==> src/rtl/fetch_unit.sv <==
// fetch_unit: instruction fetch stage of the 16-bit pipeline.
// Requests instructions from instruction memory and presents (pc, instruction)
// to the IF/ID register. One output slot plus one skid entry absorb a stall
// without losing or repeating an instruction. Redirects flush both and may land
// while a memory request is still outstanding; in that case the old request is
// drained before the new target is requested.
module fetch_unit #(
    parameter logic [15:0] RESET_PC = 16'h0000,
    parameter logic [15:0] PC_INC   = 16'd2
) (
    input  logic        clk,
    input  logic        rst_n,
    input  logic        stall,
    input  logic        redirect,
    input  logic [15:0] redirect_pc,
    output logic        imem_req,
    output logic [15:0] imem_addr,
    input  logic        imem_ack,
    input  logic [15:0] imem_rdata,
    output logic [15:0] pc,
    output logic [15:0] instruction,
    output logic        fetch_valid
);

    typedef enum logic [1:0] {
        IDLE  = 2'd0,
        FETCH = 2'd1,
        HOLD  = 2'd2,
        DRAIN = 2'd3
    } state_t;

    state_t      state_q, state_d;
    logic        req_q, req_d;
    logic [15:0] addr_q, addr_d;
    logic [15:0] pc_q, pc_d;
    logic [15:0] instr_q, instr_d;
    logic        valid_q, valid_d;
    logic [15:0] skid_pc_q, skid_pc_d;
    logic [15:0] skid_instr_q, skid_instr_d;
    logic [15:0] tgt_q, tgt_d;

    logic consume;
    logic slot_free;

    assign consume   = valid_q & ~stall;
    assign slot_free = ~valid_q | consume;

    // Next-state logic: a redirect flushes the slot and skid and overrides stall/consume.
    always_comb begin
        state_d      = state_q;
        req_d        = req_q;
        addr_d       = addr_q;
        pc_d         = pc_q;
        instr_d      = instr_q;
        valid_d      = valid_q;
        skid_pc_d    = skid_pc_q;
        skid_instr_d = skid_instr_q;
        tgt_d        = tgt_q;

        if (redirect) begin
            valid_d      = 1'b0;
            pc_d         = 16'h0000;
            instr_d      = 16'h0000;
            skid_pc_d    = 16'h0000;
            skid_instr_d = 16'h0000;
            case (state_q)
                IDLE: begin
                    req_d   = 1'b1;
                    addr_d  = redirect_pc;
                    state_d = FETCH;
                end
                FETCH: begin
                    if (imem_ack) begin
                        addr_d = redirect_pc;
                    end else begin
                        tgt_d   = redirect_pc;
                        state_d = DRAIN;
                    end
                end
                HOLD: begin
                    req_d   = 1'b1;
                    addr_d  = redirect_pc;
                    state_d = FETCH;
                end
                DRAIN: begin
                    tgt_d = redirect_pc;
                    if (imem_ack) begin
                        addr_d  = redirect_pc;
                        state_d = FETCH;
                    end
                end
                default: state_d = IDLE;
            endcase
        end else begin
            case (state_q)
                IDLE: begin
                    req_d   = 1'b1;
                    addr_d  = RESET_PC;
                    state_d = FETCH;
                end
                FETCH: begin
                    if (imem_ack) begin
                        if (slot_free) begin
                            pc_d    = addr_q;
                            instr_d = imem_rdata;
                            valid_d = 1'b1;
                        end else begin
                            skid_pc_d    = addr_q;
                            skid_instr_d = imem_rdata;
                            req_d        = 1'b0;
                            state_d      = HOLD;
                        end
                        addr_d = addr_q + PC_INC;
                    end else if (consume) begin
                        valid_d = 1'b0;
                        pc_d    = 16'h0000;
                        instr_d = 16'h0000;
                    end
                end
                HOLD: begin
                    if (consume) begin
                        pc_d    = skid_pc_q;
                        instr_d = skid_instr_q;
                        valid_d = 1'b1;
                        req_d   = 1'b1;
                        state_d = FETCH;
                    end
                end
                DRAIN: begin
                    if (consume) begin
                        valid_d = 1'b0;
                        pc_d    = 16'h0000;
                        instr_d = 16'h0000;
                    end
                    if (imem_ack) begin
                        addr_d  = tgt_q;
                        state_d = FETCH;
                    end
                end
                default: state_d = IDLE;
            endcase
        end
    end

    // State registers; reset clears the outputs immediately, without a clock edge.
    always_ff @(posedge clk or negedge rst_n) begin
        if (!rst_n) begin
            state_q      <= IDLE;
            req_q        <= 1'b0;
            addr_q       <= RESET_PC;
            pc_q         <= 16'h0000;
            instr_q      <= 16'h0000;
            valid_q      <= 1'b0;
            skid_pc_q    <= 16'h0000;
            skid_instr_q <= 16'h0000;
            tgt_q        <= 16'h0000;
        end else begin
            state_q      <= state_d;
            req_q        <= req_d;
            addr_q       <= addr_d;
            pc_q         <= pc_d;
            instr_q      <= instr_d;
            valid_q      <= valid_d;
            skid_pc_q    <= skid_pc_d;
            skid_instr_q <= skid_instr_d;
            tgt_q        <= tgt_d;
        end
    end

    assign imem_req    = req_q;
    assign imem_addr   = addr_q;
    assign pc          = pc_q;
    assign instruction = instr_q;
    assign fetch_valid = valid_q;

endmodule

==> config.mk <==
export PLATFORM = sky130hd
export DESIGN_NAME = fetch_unit
export DESIGN_NICKNAME = d
export VERILOG_FILES = /design/src/rtl/fetch_unit.sv
export SDC_FILE = /design/constraint.sdc
export NUM_CORES = 1
export LEC_CHECK = 0
export BUFFER_PORTS_ARGS = -buffer_cell sky130_fd_sc_hd__clkbuf_2
export CORE_UTILIZATION = 35
export CTS_CLUSTER_SIZE = 25
export DETAILED_ROUTE_END_ITERATION = 12
export HOLD_SLACK_MARGIN = 0.08
export SYNTH_ARGS = -nofsm -noshare
export SYNTH_HDL_FRONTEND = slang
export SYNTH_SLANG_ARGS = --single-unit
==> constraint.sdc <==
create_clock -name clk -period 3.5 [get_ports clk]
set_input_delay 0.175 -clock clk [delete_from_list [all_inputs] [get_ports clk]]
set_output_delay 0.175 -clock clk [all_outputs]
set_load 0.1 [all_outputs]
# Word-level counts from Yosys, hierarchy flattened
# Cells that the tools add are included.
[totals]
regBits = 100
input_bits = 37
[op_classes]
addsub = 1
n_eq_ne = 13
muxes = 47
bitwise = 4
reduce_logical = 15
[op_table]
columns = ["operator", "n"]
rows = [
  ["16-bit two-way mux", 23],
  ["16-bit one-hot mux with 3 select lines", 3],
  ["16-bit one-hot mux with 2 select lines", 2],
  ["16-bit by 2-bit adder with 16-bit output, second input constant", 1],
  ["3-bit != test, second input constant", 5],
  ["2-bit two-way mux", 6],
  ["4-bit nonzero test", 3],
  ["1-bit two-way mux", 9],
  ["3-bit AND reduction", 3],
  ["2-bit one-hot mux with 4 select lines", 1],
  ["4-bit AND reduction", 2],
  ["2-bit != test, second input constant", 3],
  ["1-bit one-hot mux with 3 select lines", 2],
  ["2-bit one-hot mux with 3 select lines", 1],
  ["2-bit nonzero test", 3],
  ["5-bit AND reduction", 1],
  ["2-bit == test, second input constant", 2],
  ["4-bit != test, second input constant", 1],
  ["2-bit OR reduction", 2],
  ["3-bit by 2-bit != test with 1-bit output, second input constant", 1],
  ["2-bit by 1-bit == test with 1-bit output, second input constant", 1],
  ["2-bit logical NOT", 1],
  ["1-bit inverter", 2],
  ["1-bit bitwise AND", 1],
  ["1-bit OR", 1],
]

# Depth between registers and ports, before layout
# Gate-level depths: netlist of run 1.
[depth]
ltp_word = 7
depth_mapped = 9
ltp_nobuf = 6

# Worst setup path after synthesis of run 1
# No wires, ideal clock.
[synth_path]
kind = "register to register"
startpoint = "reg addr_q[1] (netlist: imem_addr[1])"
endpoint = "reg addr_q[15] (netlist: imem_addr[15])"
arrival_time_ps = 2453
required_time_ps = 3428
slack_ps = 974
stages_incl_launch_ff = 6
period_less_slack_ps = 2526
path_cell_list = "dfrtp_1 -> ha_1 -> nand3_1 -> or4_4 -> or4_1 -> nand4_1"
[synth_between]
elab_chain_cells = 4
[synth_lines]
columns = ["item", "line", "text"]
rows = [
  ["start: declaration", "34", "logic [15:0] addr_q, addr_d;"],
  ["start signal: assignment", "160", "addr_q <= addr_d;"],
  ["16-bit by 2-bit adder with 16-bit output", "113", "addr_d = addr_q + PC_INC;"],
  ["16-bit two-way mux", "102", "if (imem_ack) begin"],
  ["16-bit one-hot mux with 3 select lines", "95", "case (state_q)"],
  ["16-bit two-way mux", "60", "if (redirect) begin"],
]
# No other way between the ends. The select of a mux whose other input is x is not followed.
# A chain may end at the register's enable or synchronous reset.

# Final worst setup path of run 1
[layout_path]
startpoint = "reg state_q[1]"
endpoint = "reg addr_q[15] (netlist: imem_addr[15])"
[layout_between]
elab_chain_cells = 4
[layout_lines]
columns = ["item", "line", "text"]
rows = [
  ["start: declaration", "32", "state_t state_q, state_d;"],
  ["start signal: assignment", "158", "state_q <= state_d;"],
  ["2-bit == test (tied with other cells)", "66, 95", ""],
  ["2-bit OR reduction (no source line)", "-", ""],
  ["3-bit by 2-bit != test with 1-bit output (no source line) or 16-bit one-hot mux with 2 select lines (tied branches)", "-", ""],
  ["4-bit AND reduction (no source line) or 16-bit two-way mux (tied branches)", "-", ""],
]
# Several ways; a longest one is shown, not always the timed one.

==> impl_metrics.env, run 1 <==
export IMPL_fin_cells=668
export IMPL_relSlewSlack_pct=38.9
export IMPL_async_flop_share_pct=100
export IMPL_drc_errors=0
export IMPL_yosysTopAreaCellShare_pct=53.7
export IMPL_synthesis_area_um2=4660
export IMPL_end_kind="flip-flop"
export IMPL_wl_per_cell_um=17.8
export IMPL_drt_iter0_drc=301
export IMPL_wl_met3_um=636
export IMPL_num_rows=41
export IMPL_fin_crit_sh_pct=69.8
export IMPL_drv_slew=0
export IMPL_power_density_nw_per_um2=997
export IMPL_dr_wl_met2_um=5290
export IMPL_synth_warnings=0
export IMPL_yosys_register_bits=100
export IMPL_finalPower_mw=5.69
export IMPL_p_leak_nw=2.56
export IMPL_synthCells=406
export IMPL_worst_pin_slew_ps=917
export IMPL_portBuffers=86
export IMPL_cts_repair_resized=0
export IMPL_avgSynthCellArea_um2=11.5
export IMPL_fmax_mhz=409
export IMPL_finalNetCount=534
export IMPL_cts_buffer_depth=2
export IMPL_min_period_ps=2440
export IMPL_vias=3734
export IMPL_core_um2=12800
export IMPL_antenna_found_initial=0
export IMPL_synth_fp_nets=449
export IMPL_drt_vias_per_instance=5.59
export IMPL_detail_route_wirelength_um=11900
export IMPL_final_layout_size_suffix_gt1_share_pct=28.4
export IMPL_track_usage_pct=17.9
export IMPL_synth_cell_types=52
export IMPL_cts_root_buf="clkbuf_16"
export IMPL_die_area_um2=13800
export IMPL_worstPathRequired_ps=3770
export IMPL_grt_max_degree=71
export IMPL_wl_met1_um=5790
export IMPL_cts_num_sinks=100
export IMPL_cts_made_buffers=9
export IMPL_cp_arrival_ps=2720
export IMPL_grt_pass1_vias=3645
export IMPL_setup_violations=0
export IMPL_setup_ws_ps=1060
export IMPL_synthTopCellsByCount="100 x dfrtp_1, 36 x a22o_1, 35 x o2bb2ai_1"
export IMPL_startpoint_type="flip-flop"
export IMPL_die_w_um=117
export IMPL_synth_top_flop_cell="dfrtp_1"
export IMPL_ant_nets=0
export IMPL_hold_viol=0
export IMPL_die_h_um=117
export IMPL_tns_ps=0
export IMPL_hold_path_class="input pin to flip-flop"
export IMPL_gr_total_overflow=0
export IMPL_skew_ps=9.10
export IMPL_synth_area_leader_cell="dfrtp_1"
export IMPL_outcome="complete, no violations"
export IMPL_hold_ws_ps=84.8
export IMPL_tritoncts="done"
export IMPL_pre_cts_ws_ps=1070
export IMPL_start_util_pct=36.4
export IMPL_cp_max_fo=26
export IMPL_ys_seq_area_share_pct=53.7
export IMPL_grt_pass1_wl_um=19800
export IMPL_synth_edf_count=0
export IMPL_syn2layout_area_growth_pct=22.4
export IMPL_clkTransAtPathRegs_ps=70
export IMPL_insertion_delay_ps=350
export IMPL_htreeDepth=3
export IMPL_highest_layer="met4"
export IMPL_yosys_top_cells_area="dfrtp_1 54%, a22o_1 6.8%, o2bb2ai_1 6.6%, a22oi_1 5.3%, mux2_2 3.9%"
export IMPL_rsz0062_at_grt="false"
export IMPL_peakVddDrop_v=0.000636
export IMPL_gp_congestion=0.798
export IMPL_firstDrtPassIters=4
export IMPL_io_pins=87
export IMPL_maxCapViolCount=0
export IMPL_hpwl_um=7650
export IMPL_yosysMostFrequentCell="dfrtp_1"
export IMPL_place_inst=634
export IMPL_antenna_cells=0
export IMPL_crit_type="flip-flop to flip-flop"
## placed cells by master, fill, tap and decap left out, types with 3 or more instances in the layout
cell | synthesis | routed
dlygate4sd3_1 | 0 | 18
a22oi_1 | 33 | 33
inv_1 | 3 | 3
nor3b_1 | 3 | 3
nand3_1 | 7 | 7
clkbuf_2 | 0 | 85
nand2_1 | 15 | 15
clkbuf_16 | 0 | 9
a21oi_1 | 17 | 16
a221oi_1 | 3 | 3
o2bb2ai_1 | 35 | 35
nand4_1 | 4 | 4
and3_1 | 4 | 4
dfrtp_1 | 100 | 100
o211ai_1 | 4 | 4
nor2_1 | 16 | 14
nor3_1 | 3 | 3
nand2b_1 | 4 | 4
o21ai_0 | 23 | 23
mux2_2 | 16 | 16
a22o_1 | 36 | 36
buf_4 | 1 | 10
ha_1 | 6 | 6
## routing by layer
metal / global-route usage [%] / vias up
li1: - / 1744
met1: 26.2 / 1859
met2: 26.1 / 114
met3: 4.33 / 17
met4: 5.03 / 0
met5: 0 / -
## stage by stage
stage | instance area, um^2 | util [%]
floorplan | 4660 | -
global route | 5710 | 44.5
CTS | 5700 | 44.4
detailed placement | 5190 | 40.5
finish | 5710 | 44.5
global placement | 5190 | 40.5
## sequential cells by signal, summed over array words and instances, names as in the netlist
| name | cells |
|---|---|
| fetch_valid | 1 |
| imem_addr | 16 |
| imem_req | 1 |
| instruction | 16 |
| pc | 16 |
| skid_instr_q | 16 |
| skid_pc_q | 16 |
| state_q | 2 |
| tgt_q | 16 |
## cell families (layout without fill, tap and decap cells)
kind of cell	after synthesis	in the layout	synth area share (%)
flip-flops	100	100	53.7
AO/OA/AOI/OAI	169	169	27.6
AND/OR/NAND/NOR	72	72	8.53
buffers and inverters	42	132	4.53
multiplexers	17	17	4.08
adder cells (fa/ha/maj)	6	6	1.61
## report_power, final
part | switching, mW | total, mW | internal [mW]
registers | 0.351 | 1.81 | 1.46
logic | 2.17 | 2.78 | 0.615
clock network | 0.464 | 1.10 | 0.639
## cell type report
cell class / instances / area [um^2]
clock buffers: 9 / 225
fillers: 1233 / 7120
well taps: 172 / 215
clock inverters: 7 / 109
multi-input cells: 264 / 1970
flip-flops and latches: 100 / 2500
inverters: 3 / 11.3
repair buffers: 113 / 681
## worst paths after layout
check                          startpoint  cells after the start  slack [ps]         endpoint
max                            state_q[1]                      6        1060    imem_addr[15]
min                         imem_rdata[2]                      2          80  skid_instr_q[2]
max reg2reg                    state_q[1]                      6        1060    imem_addr[15]
min reg2reg                instruction[3]                      1         490   instruction[3]
max in group asynchronous           rst_n                      3        2200     skid_pc_q[6]
min in group asynchronous           rst_n                      2         500   instruction[9]
## repair_timing
item,CTS,global route
setup buffers,0,0
hold buffers,17,1
endpoints found under the setup margin,0,0
endpoints found under the hold margin,84,1
## critical path, cell delays in order (launching register included)
cell and delay [ps]:
dfrtp_1 410, inv_1 110, ha_1 620, o21ai_0 270
o31a_2 310, or4_1 550, nand4_1 90
(Power assumes the default switching activity.)
==> inputs of run 2 (changes only) <==
clock period = 2.15 ns   (was 3.5 ns; I/O delays follow)
==> impl_metrics.env, run 2 (same netlist as run 1, synthesis figures left out) <==
export IMPL_outcome="complete, no violations"
export IMPL_peakVddDrop_v=0.000942
export IMPL_detail_route_wirelength_um=12400
export IMPL_gp_congestion=0.813
export IMPL_portBuffers=86
export IMPL_dpl_cell_area_um2=5350
export IMPL_io_pins=87
export IMPL_drt_vias_per_instance=5.64
export IMPL_vias=3908
export IMPL_hpwl_um=8120
export IMPL_drv_slew=0
export IMPL_cts_root_buf="clkbuf_16"
export IMPL_finalNetCount=559
export IMPL_die_h_um=117
export IMPL_wl_per_cell_um=17.9
export IMPL_crit_type="flip-flop to flip-flop"
export IMPL_final_layout_size_suffix_gt1_share_pct=31.1
export IMPL_fin_cells=693
export IMPL_p_leak_nw=2.68
export IMPL_drt_iter0_drc=341
export IMPL_setup_ws_ps=131
export IMPL_drc_errors=0
export IMPL_most_common_layout_cells="89 x dfrtp_1, 85 x clkbuf_2, 36 x a22o_1, 35 x o2bb2ai_1"
export IMPL_cts_made_buffers=9
export IMPL_power_density_nw_per_um2=1580
export IMPL_insertion_delay_ps=350
export IMPL_htreeDepth=3
export IMPL_gr_total_overflow=0
export IMPL_syn2layout_area_growth_pct=28.7
export IMPL_rsz0062_at_grt="false"
export IMPL_fmax_mhz=495
export IMPL_min_period_ps=2020
export IMPL_hold_viol=0
export IMPL_relSlewSlack_pct=42.8
export IMPL_rr_worst_depth=7
export IMPL_clkTransAtPathRegs_ps=80
export IMPL_slowest_delay_ps=410
export IMPL_setup_violations=0
export IMPL_antenna_cells=0
export IMPL_num_rows=41
export IMPL_cp_arrival_ps=2280
export IMPL_worstPathRequired_ps=2410
export IMPL_antenna_found_initial=0
export IMPL_worst_pin_slew_ps=857
export IMPL_start_util_pct=36.4
export IMPL_grt_pass1_vias=3800
export IMPL_grt_pass1_wl_um=20300
export IMPL_rrSetupSlack_ps=130
export IMPL_die_w_um=117
export IMPL_cp_cell_sequence="inv_1 > ha_1 > buf_4 > and2b_2 > nand3_1 > o31a_1 > o21ai_0"
export IMPL_die_area_um2=13800
export IMPL_pre_cts_ws_ps=145
export IMPL_cp_max_fo=7
export IMPL_ant_nets=0
export IMPL_r2r_start="state_q[1]"
export IMPL_tritoncts="done"
export IMPL_post_route_util_pct=46.8
export IMPL_place_inst=644
export IMPL_skew_ps=9.24
export IMPL_cts_buffer_depth=2
export IMPL_cts_setup_buffers=0
export IMPL_crit_end="imem_addr[12]"
export IMPL_cpMaxStageDelayCell="dfrtp_1"
export IMPL_firstDrtPassIters=7
export IMPL_cts_repair_resized=0
export IMPL_layout_commonest_cell="dfrtp_1"
export IMPL_fin_crit_sh_pct=93.9
export IMPL_grt_max_degree=66
export IMPL_hold_path_class="input pin to flip-flop"
export IMPL_cts_num_sinks=100
export IMPL_end_kind="flip-flop"
export IMPL_core_um2=12800
export IMPL_crit_start="state_q[1]"
export IMPL_r2r_end="imem_addr[12]"
export IMPL_final_area_um2=6000
export IMPL_maxCapViolCount=0
export IMPL_tns_ps=0
export IMPL_track_usage_pct=18.4
export IMPL_startpoint_type="flip-flop"
run 2: cell types whose count changed in the layout (fill, tap and decap cells not counted), sizes merged:
cell and delta:
inv +1, dlygate4sd3 +15, clkbuf +2, bufinv -1
buf +10, clkinv -2
run 2: layout make-up:
cell class	count	area [um^2]
clock inverters	5	66.3
well taps	172	215
multi-input cells	264	1970
inverters	3	11.3
clock buffers	11	253
repair buffers	138	968
fillers	1224	6820
flip-flops and latches	100	2520
run 2: stage by stage:
step	power [mW]	hold WS, ps
2_1_floorplan	6.60	-188
3_3_place_gp	7.69	98.0
3_5_place_dp	7.75	104
4_1_cts	9.56	163
5_1_grt	9.93	225
6_report	9.50	182
run 2: report_power, final:
group	switching [mW]	leakage, nW	total, mW	internal, mW
combinational	3.59	1.21	4.80	1.20
sequential	0.569	1.31	2.97	2.40
clock	0.748	0.155	1.73	0.983
total	4.91	2.68	9.50	4.58
run 2: per-layer routing:
layer | global-route usage, % | routed length, um | vias to the layer above
met4 | 4.71 | 131 | 0
met3 | 4.09 | 661 | 14
met1 | 25.9 | 6080 | 1946
met5 | 0 | 0 | -
li1 | - | - | 1802
met2 | 28.7 | 5530 | 146
run 2: how the worst min path moves through the flow:
stage / startpoint / to / slack (ps) / cells past startpoint
2_1_floorplan: rst_n / fetch_valid / -190 / 0
3_3_place_gp: rst_n / skid_instr_q[10] / 100 / 1
3_5_place_dp: rst_n / instruction[9] / 100 / 1
4_1_cts: stall / fetch_valid / 160 / 3
5_1_grt: stall / fetch_valid / 220 / 3
6_report: stall / fetch_valid / 180 / 3
run 2: critical path: cells and delay by family (launching register included):
family / cells / cell delay (ps)
fa+ha+maj: 1 / 350
simple gates: 2 / 370
buf+inv: 2 / 340
flops: 1 / 410
compound gates: 2 / 460
run 2: repair_timing:
item / 4_1_cts / 5_1_grt
hold endpoints to repair: 75 / 0
hold buffers: 33 / 0
setup endpoints to repair: 0 / 0
